`src/rtl/alarm_pkg.sv`:
```
// Shared result codes, FSM state encoding and helpers
// for the home-alarm controller.
package alarm_pkg;

   localparam logic [1:0] CODE_OK    = 2'd0;
   localparam logic [1:0] CODE_ERROR = 2'd2;
   localparam logic [1:0] CODE_NOKEY = 2'd3;

   typedef enum logic [2:0] {
      DISARMED    = 3'd0,
      EXIT_DELAY  = 3'd1,
      ARMED       = 3'd2,
      ENTRY_DELAY = 3'd3,
      ALARM       = 3'd4
   } state_e;

   // 2'b01 never means a real result; fold it into NOKEY
   function automatic logic [1:0] norm_code(logic [1:0] c);
      return (c == 2'd1) ? CODE_NOKEY : c;
   endfunction

endpackage

```
`src/rtl/code_result_sync.sv`:
```
// Brings the checker result into clk, rejects bus-transition codes
// and pulses code_ok/code_err once per NOKEY->result step.
module code_result_sync
   import alarm_pkg::*;
(
   input  logic       clk,
   input  logic       rst_n,
   input  logic [1:0] code_result,
   output logic       code_ok,
   output logic       code_err
);

   logic [1:0] sync1_q, sync1_d;
   logic [1:0] sync2_q, sync2_d;
   logic [1:0] prev_q, prev_d;
   logic [1:0] acc_q, acc_d;
   logic [1:0] cur;
   logic       stable;

   always_ff @(posedge clk or negedge rst_n) begin
      if (!rst_n) begin
         sync1_q <= CODE_NOKEY;
         sync2_q <= CODE_NOKEY;
         prev_q  <= CODE_NOKEY;
         acc_q   <= CODE_NOKEY;
      end else begin
         sync1_q <= sync1_d;
         sync2_q <= sync2_d;
         prev_q  <= prev_d;
         acc_q   <= acc_d;
      end
   end

   always_comb begin
      sync1_d  = code_result;
      sync2_d  = sync1_q;
      cur      = norm_code(sync2_q);
      prev_d   = cur;
      stable   = (cur == prev_q);
      acc_d    = stable ? cur : acc_q;
      code_ok  = stable && (acc_q == CODE_NOKEY) && (cur == CODE_OK);
      code_err = stable && (acc_q == CODE_NOKEY) && (cur == CODE_ERROR);
   end

endmodule

```
`src/rtl/alarm_controller.sv`:
```
// Home-alarm arming FSM with delays, siren and wrong-code lockout.
// Define ALARM_TAMPER_EN to add the tamper input.
module alarm_controller
   import alarm_pkg::*;
#(
   parameter int N_SENSORS      = 4,
   parameter int EXIT_CYCLES    = 8,
   parameter int ENTRY_CYCLES   = 6,
   parameter int SIREN_CYCLES   = 20,
   parameter int MAX_ERRORS     = 3,
   parameter int LOCKOUT_CYCLES = 16
)(
   input  logic                              clk,
   input  logic                              rst_n,
   input  logic [1:0]                        code_result,
   input  logic [N_SENSORS-1:0]              sensor,
`ifdef ALARM_TAMPER_EN
   input  logic                              tamper,
`endif
   output logic                              siren,
   output logic                              armed,
   output logic                              beep,
   output logic                              locked,
   output logic [$clog2(MAX_ERRORS+1)-1:0]   err_cnt,
   output logic [2:0]                        state
);

   localparam int T_A   = (EXIT_CYCLES > ENTRY_CYCLES) ? EXIT_CYCLES : ENTRY_CYCLES;
   localparam int T_MAX = (T_A > SIREN_CYCLES) ? T_A : SIREN_CYCLES;
   localparam int TW    = $clog2(T_MAX);
   localparam int EW    = $clog2(MAX_ERRORS+1);
   localparam int LW    = $clog2(LOCKOUT_CYCLES+1);

   state_e                 state_q, state_d;
   logic [TW-1:0]          timer_q, timer_d;
   logic [EW-1:0]          err_q, err_d;
   logic                   locked_q, locked_d;
   logic [LW-1:0]          lcnt_q, lcnt_d;
   logic [N_SENSORS-1:0]   sens1_q, sens1_d, sens2_q, sens2_d;
   logic                   code_ok, code_err;
   logic                   ok, err, trip, esc_alarm, expired, tamper_s;

   code_result_sync u_sync (
      .clk         (clk),
      .rst_n       (rst_n),
      .code_result (code_result),
      .code_ok     (code_ok),
      .code_err    (code_err)
   );

`ifdef ALARM_TAMPER_EN
   logic tamp1_q, tamp1_d, tamp2_q, tamp2_d;

   always_ff @(posedge clk or negedge rst_n) begin
      if (!rst_n) begin
         tamp1_q <= 1'b0;
         tamp2_q <= 1'b0;
      end else begin
         tamp1_q <= tamp1_d;
         tamp2_q <= tamp2_d;
      end
   end

   always_comb begin
      tamp1_d  = tamper;
      tamp2_d  = tamp1_q;
      tamper_s = tamp2_q;
   end
`else
   assign tamper_s = 1'b0;
`endif

   always_ff @(posedge clk or negedge rst_n) begin
      if (!rst_n) state_q <= DISARMED;
      else        state_q <= state_d;
   end

   always_ff @(posedge clk or negedge rst_n) begin
      if (!rst_n) begin
         timer_q  <= '0;
         err_q    <= '0;
         locked_q <= 1'b0;
         lcnt_q   <= '0;
         sens1_q  <= '0;
         sens2_q  <= '0;
      end else begin
         timer_q  <= timer_d;
         err_q    <= err_d;
         locked_q <= locked_d;
         lcnt_q   <= lcnt_d;
         sens1_q  <= sens1_d;
         sens2_q  <= sens2_d;
      end
   end

   function automatic logic [TW-1:0] load(state_e s);
      case (s)
         EXIT_DELAY:  return TW'(EXIT_CYCLES-1);
         ENTRY_DELAY: return TW'(ENTRY_CYCLES-1);
         ALARM:       return TW'(SIREN_CYCLES-1);
         default:     return '0;
      endcase
   endfunction

   // Error counting and lockout; events are dropped while locked
   always_comb begin
      sens1_d   = sensor;
      sens2_d   = sens1_q;
      trip      = |sens2_q;
      ok        = code_ok & ~locked_q;
      err       = code_err & ~locked_q;
      err_d     = err_q;
      locked_d  = locked_q;
      lcnt_d    = lcnt_q;
      esc_alarm = 1'b0;
      if (locked_q) begin
         if (lcnt_q == '0) locked_d = 1'b0;
         else              lcnt_d   = lcnt_q - LW'(1);
      end
      if (ok) begin
         err_d = '0;
      end else if (err) begin
         if (err_q >= EW'(MAX_ERRORS-1)) begin
            case (state_q)
               ARMED, ENTRY_DELAY: begin
                  esc_alarm = 1'b1;
                  err_d     = '0;
               end
               DISARMED, EXIT_DELAY: begin
                  locked_d = 1'b1;
                  lcnt_d   = LW'(LOCKOUT_CYCLES-1);
                  err_d    = '0;
               end
               default: err_d = EW'(MAX_ERRORS);
            endcase
         end else begin
            err_d = err_q + EW'(1);
         end
      end
   end

   always_comb begin
      expired = (timer_q == '0);
      state_d = state_q;
      if (tamper_s) begin
         state_d = ALARM;
      end else if (ok) begin
         state_d = (state_q == DISARMED) ? EXIT_DELAY : DISARMED;
      end else if (esc_alarm) begin
         state_d = ALARM;
      end else begin
         case (state_q)
            EXIT_DELAY:  if (expired) state_d = ARMED;
            ARMED:       if (trip)    state_d = ENTRY_DELAY;
            ENTRY_DELAY: if (expired) state_d = ALARM;
            ALARM:       if (expired) state_d = ARMED;
            default:     state_d = state_q;
         endcase
      end
      // Held tamper keeps reloading so the siren cannot time out
      if ((state_d != state_q) || tamper_s) timer_d = load(state_d);
      else if (!expired)                    timer_d = timer_q - TW'(1);
      else                                  timer_d = timer_q;
   end

   always_comb begin
      siren   = (state_q == ALARM);
      armed   = (state_q == ARMED) || (state_q == ENTRY_DELAY) ||
                (state_q == ALARM);
      beep    = (state_q == EXIT_DELAY) || (state_q == ENTRY_DELAY);
      locked  = locked_q;
      err_cnt = err_q;
      state   = state_q;
   end

endmodule
```
`config.mk`:
```
export PLATFORM = sky130hd
export DESIGN_NAME = alarm_controller
export DESIGN_NICKNAME = d
export VERILOG_FILES = /design/src/rtl/alarm_pkg.sv /design/src/rtl/code_result_sync.sv /design/src/rtl/alarm_controller.sv
export SDC_FILE = /design/constraint.sdc
export NUM_CORES = 1
export LEC_CHECK = 0
export CORE_UTILIZATION = 35
export CTS_CLUSTER_SIZE = 40
export DETAILED_ROUTE_END_ITERATION = 8
export PLACE_DENSITY_LB_ADDON = 0.2
export SLEW_MARGIN = 40
export SYNTH_ARGS = -nofsm -noshare
export SYNTH_HDL_FRONTEND = slang
export SYNTH_SLANG_ARGS = --single-unit
```
`constraint.sdc`:
```
create_clock -name clk -period 2.18 [get_ports clk]
set_input_delay 0.436 -clock clk [delete_from_list [all_inputs] [get_ports clk]]
set_output_delay 0.436 -clock clk [all_outputs]
set_load 0.01 [all_outputs]
```
# --- Word-level counts from Yosys, hierarchy flattened ---
# Index checks and enable logic that the tools add are counted.
word_totals:
  ram_bits: 0
  latchBits: 0
  regBits: 32
  elab_cells: 78
  mem_bits_ro: 0
  output_inout_bits: 9
  n_memories: 0
op_classes:
  reduce_logical: 16
  multipliers: 0
  mux: 31
  magnitude_cmp: 1
  addsub: 3
  n_shift: 0
  n_bitwise: 3
  n_div: 0
  eq_ne: 13
ops:
  columns: ["cell", "count"]
  rows:
  - ["two-way mux 5 bit", 8]
  - ["two-way mux 3 bit", 5]
  - ["one-hot mux 5 bit (3 select lines)", 1]
  - ["two-way mux 1 bit", 11]
  - ["zero test 5 bit", 2]
  - ["two-way mux 2 bit", 5]
  - ["subtractor 5 x 1 -> 5 bit, second input constant", 2]
  - ["== test 3 x 2 -> 1 bit, second input constant", 3]
  - ["one-hot mux 3 bit (3 select lines)", 1]
  - ["OR reduction 4 bit", 2]
  - ["== test 3 x 1 -> 1 bit, second input constant", 2]
  - ["== test 3 bit, second input constant", 2]
  - ["OR reduction 2 bit", 3]
  - ["== test 2 bit, second input constant", 2]
  - ["logical AND 1 bit", 3]
  - ["zero test 3 bit", 1]
  - ["logical OR 1 bit", 3]
  - ["!= test 3 bit", 1]
  - ["adder 2 x 1 -> 2 bit, second input constant", 1]
  - ["bitwise AND 1 bit", 2]
  - ["== test 2 x 1 -> 1 bit, second input constant", 1]
  - ["== test 2 bit", 1]
  - [">= comparator 2 bit, second input constant", 1]
  - ["zero test 2 bit", 1]
  - ["3 further kinds", 3]

# --- Logic depth before layout (Yosys ltp) ---
logic_depth:
  depth_word: 13
  ltp_mapped: 10
  ltp_nobuf: 8

# --- By module ---
# Synthesis repeated with hierarchy kept, for this count alone.
unflattened:
  hier_cells: 138
  area_unflattened_um2: 1497.7
modules_own_cells:
  columns: ["module", "seq_area_each_um2", "instances", "area_per_inst_um2", "cells_per_inst"]
  rows:
  - ["alarm_controller", 600.6, 1, 1191.1, 116]
  - ["code_result_sync", 210.2, 1, 306.5, 22]

# --- Worst setup path after synthesis ---
# OpenSTA, ideal clock, no wires.
synth_path:
  kind: "reg2reg"
  from: "register timer_q[0]"
  to: "register timer_q[0]"
  setup_slack_ns: 0.027
  setup_ns: 0.079
  required_ns: 2.101
  t_arrival_ns: 2.073
  stages_incl_launch_ff: 11
  cell_sequence: "dfrtp_1 > inv_1 > ha_1 > or4b_2 > buf_2 > nor3_1 > o21ai_0 > o211ai_1 > or3_1 > buf_2 > mux2i_1"
synth_between:
  elab_chain_len: 8
  word_cells_on_any_way: 15
  classes_between: "add/sub: 1; eq/ne: 5; mux: 8; reduce/logical: 1"
synth_rtl:
  columns: ["item", "line", "rtl"]
  rows:
  - ["from (decl)", "alarm_controller.sv:35", "logic [TW-1:0] timer_q, timer_d;"]
  - ["from (signal assigned)", "alarm_controller.sv:87", "timer_q <= timer_d;"]
  - ["zero test 5 bit", "alarm_controller.sv:143", "expired = (timer_q == '0);"]
  - ["two-way mux 3 bit, on equally long branches", "alarm_controller.sv:153, alarm_controller.sv:156, alarm_controller.sv:155", null]
  - ["one-hot mux 3 bit (3 select lines)", "alarm_controller.sv:152", "case (state_q)"]
  - ["two-way mux 3 bit", "alarm_controller.sv:149", "end else if (esc_alarm) begin"]
  - ["two-way mux 3 bit", "alarm_controller.sv:147", "end else if (ok) begin"]
  - ["== test 3 bit, or another cell as far along", "alarm_controller.sv:97", "case (s)"]
  - ["one-hot mux 5 bit (3 select lines)", "alarm_controller.sv:97", null]
  - ["two-way mux 5 bit", "alarm_controller.sv:161", "if ((state_d != state_q) || tamper_s) timer_d = load(state_d);"]
# Parallel ways exist; a longest one is shown, timed or not. The select of a mux whose other input is x is not followed.
# A chain may end at the register's enable or synchronous reset.

# --- Worst setup path in the final report ---
layout_path:
  from: "register state_q[1] (netlist: state[1])"
  to: "output siren"
layout_between:
  elab_chain_len: 1
layout_rtl:
  columns: ["item", "line", "rtl"]
  rows:
  - ["from (decl)", "alarm_controller.sv:34", "state_e state_q, state_d;"]
  - ["from (signal assigned)", "alarm_controller.sv:75", "else state_q <= state_d;"]
  - ["== test 3 bit", "alarm_controller.sv:167", "siren = (state_q == ALARM);"]
  - ["to (decl)", "alarm_controller.sv:20", "output logic siren,"]
# Every way passes these cells.

==> results.sh <==
export IMPL_async_reset_ff_frac=1.00
export IMPL_hold_path_class="reg -> reg"
export IMPL_dr_total_vias=1310
export IMPL_routed_wl_um=3300
export IMPL_setup_slack_ns=0.0896
export IMPL_cpPeakStageDelay_ns=0.57
export IMPL_leakage_nw=0.871
export IMPL_synth_seq_cells=32
export IMPL_fmax_mhz=478
export IMPL_syn_num_nets=181
export IMPL_worst_path_buf_inv=1
export IMPL_antenna_found_initial=0
export IMPL_fin_crit_ns=2.09
export IMPL_combPwrFrac=0.455
export IMPL_die_area_mm2=0.00485
export IMPL_yosysSeqAreaShare=0.507
export IMPL_place_inst=238
export IMPL_grt_max_degree=33
export IMPL_grtUsageTotal=0.148
export IMPL_p_clk_frac=0.211
export IMPL_synthCells=170
export IMPL_critical_path_endpoint_type="primary output"
export IMPL_clock_sinks=32
export IMPL_wire_per_inst_um=13.4
export IMPL_syn2layout_area_growth_pct=25.2
export IMPL_cts_htree_levels=2
export IMPL_drt_initial_drc_count=97
export IMPL_ctsHoldBuffers=0
export IMPL_total_power_mw=2.63
export IMPL_firstDrtPassIters=4
export IMPL_worstSetupStartpointType="flip-flop"
export IMPL_fin_worst_skew_ns=0.00523
export IMPL_wl_met3_um=161
export IMPL_grt_pass1_vias=1296
export IMPL_clk_pin_slew_ns=0.07
export IMPL_switching_share=0.360
export IMPL_irDropWorstVdd_mv=0.405
export IMPL_rsz0062_at_grt="false"
export IMPL_worst_r2r_path_depth=8
export IMPL_relSlewSlack=0.733
export IMPL_die_h_um=69.6
export IMPL_synth_warnings=0
export IMPL_cp_depth=3
export IMPL_wl_met2_um=1570
export IMPL_cp_slowest_cell="clkdlybuf4s50_1"
export IMPL_arrival_ns=1.65
export IMPL_rows=24
export IMPL_netlist_area_mm2=0.00160
export IMPL_place_area_mm2=0.00186
export IMPL_p_switching_uw=946
export IMPL_drive_above_1_share=0.210
export IMPL_drv_slew=0
export IMPL_worstPathMaxFanout=7
export IMPL_n_antenna_cell=0
export IMPL_io_buffers=16
export IMPL_final_common_cell="dfrtp_1"
export IMPL_viasPerCell=5.30
export IMPL_stdcell_count=247
export IMPL_nets=205
export IMPL_worstHoldPathCells=0
export IMPL_status="finished clean"
export IMPL_yosysUniqueCellTypes=45
export IMPL_path_delay_family="buffers and inverters"
export IMPL_synth_main_ff_cell="dfrtp_1"
export IMPL_rrSetupSlack_ns=0.10
export IMPL_met1_length_um=1520
export IMPL_setup_worst_path_class="reg -> out"
export IMPL_fp_dieW_um=69.6
export IMPL_drc=0
export IMPL_hold_violations=0
export IMPL_top_layer="met4"
export IMPL_core_mm2=0.00438
export IMPL_pwr_share_seq=0.334
export IMPL_setup_violations=0
export IMPL_synth_edff_count=0
export IMPL_grt_pass1_wl_um=5670
export IMPL_gp_congestion=0.804
export IMPL_initial_core_util=0.365
export IMPL_cts_made_buffers=5
export IMPL_root_buffer="clkbuf_8"
export IMPL_max_cap_violations=0
export IMPL_pre_cts_slack_ns=-0.000707
export IMPL_p_per_area_mw_per_mm2=1310
export IMPL_fin_crit_sh=0.959
export IMPL_hpwl_um=2330
export IMPL_fin_area_mm2=0.00200
export IMPL_cts_tree="built"
export IMPL_p_int_mw=1.68
export IMPL_worst_pin_slew_ns=0.400
export IMPL_io_pins=17
export IMPL_syn_area_per_cell_um2=9.41
export IMPL_crit_chain="nor2_4 -> and2_1 -> clkdlybuf4s50_1"
export IMPL_clk_insertion_delay_late_ns=0.28
export IMPL_layout_common_cells="dfrtp_1, nand2_1, clkdlybuf4s50_1"
export IMPL_clock_path_buffers=2
export IMPL_grt_overflow=0
export IMPL_drtAntennaViolNets=0
export IMPL_crit_required_ns=1.74
per-stage QoR:
| step | util | TNS (ns) | hold WS (ns) |
|---|---|---|---|
| 2_1_floorplan | - | 0 | 0.140 |
| 3_3_place_gp | 0.424 | 0 | 0.335 |
| 3_5_place_dp | 0.424 | -0.000707 | 0.335 |
| 4_1_cts | 0.450 | 0 | 0.349 |
| 5_1_grt | 0.457 | 0 | 0.354 |
| 6_report | 0.457 | 0 | 0.348 |
layer usage:
metal,vias to the layer above,global-route usage
met5,-,0
met4,0,0.0556
met3,7,0.0552
met2,32,0.245
met1,625,0.175
li1,646,-
power groups by stage:
stage | sequential [mW] | clock, mW | combinational (mW)
after floorplan | 0.862 | 0 | 0.747
after global placement | 0.868 | 0 | 1.12
after detailed placement | 0.877 | 0 | 1.14
after CTS | 0.871 | 0.576 | 1.16
after global routing | 0.901 | 0.603 | 1.33
final | 0.879 | 0.554 | 1.20
final timing paths:
kind                                         from                     endpoint
min                          sens1_q[2]$_DFF_PN0_         sens2_q[2]$_DFF_PN0_
max in group asynchronous                   rst_n  u_sync.sync1_q[0]$_DFF_PN1_
min in group asynchronous                   rst_n       timer_q[2]$_DFFE_PN0P_
max reg2reg                timer_q[0]$_DFFE_PN0P_       timer_q[0]$_DFFE_PN0P_
max                            state[1]$_DFF_PN0_                        siren
min reg2reg                  sens1_q[2]$_DFF_PN0_         sens2_q[2]$_DFF_PN0_
worst reg2reg max path: stages, from the launching register on:
cell and delay, ns:
dfrtp_1 0.37, inv_1 0.07, ha_2 0.19, nor2b_1 0.14, and2_1 0.17, a211o_1 0.29, o21a_1 0.18, or3_4 0.42
mux2i_1 0.13
layout make-up:
| type | instances | area [um2] |
|---|---|---|
| clock buffer | 6 | 72.6 |
| clock inverter | 2 | 35.0 |
| fill | 410 | 2380 |
| inverter | 10 | 37.5 |
| multi-input combinational | 116 | 721 |
| sequential | 32 | 812 |
| tap | 52 | 65.1 |
| timing repair buffer | 29 | 260 |
kinds of logic after synthesis:
family	count (synthesis)	share of synthesized area
flops	32	0.507
fa+ha+maj	3	0.0235
xor+xnor	3	0.0164
simple gates	63	0.210
mux	2	0.0125
compound gates	45	0.172
buf+inv	22	0.0586
Yosys cell counts, drive strengths merged, types with 2 or more instances:
cell	n	area share
or2	3	0.012
o22ai	3	0.012
o211ai	2	0.0094
a31oi	4	0.016
dfstp	8	0.13
nor2b	2	0.0078
nor4	2	0.0078
dfrtp	24	0.38
o21ai	13	0.041
nor3	5	0.016
and2	4	0.017
or4	2	0.0094
clkbuf	8	0.019
xnor2	2	0.011
mux2i	2	0.013
a21oi	12	0.038
inv	10	0.023
nand2	21	0.049
nand3	2	0.0063
nor2	10	0.023
buf	4	0.016
or4b	2	0.013
or3	3	0.012
ha	3	0.023
sequential cells by signal (all words and copies together), names as in the netlist:
register and cells:
timer_q 5, u_sync.sync2_q 2, u_sync.acc_q 2, locked 1, state 3, u_sync.prev_q 2
sens2_q 4, sens1_q 4, u_sync.sync1_q 2, err_cnt 2, lcnt_q 5
what timing repair did:
action / in CTS / in global routing
endpoints found under the hold margin: 0 / 0
pin swaps: 0 / 2
setup endpoints to repair: 5 / 6
setup buffers: 0 / 1
resized for setup: 4 / 5
(Power assumes the default switching activity.)
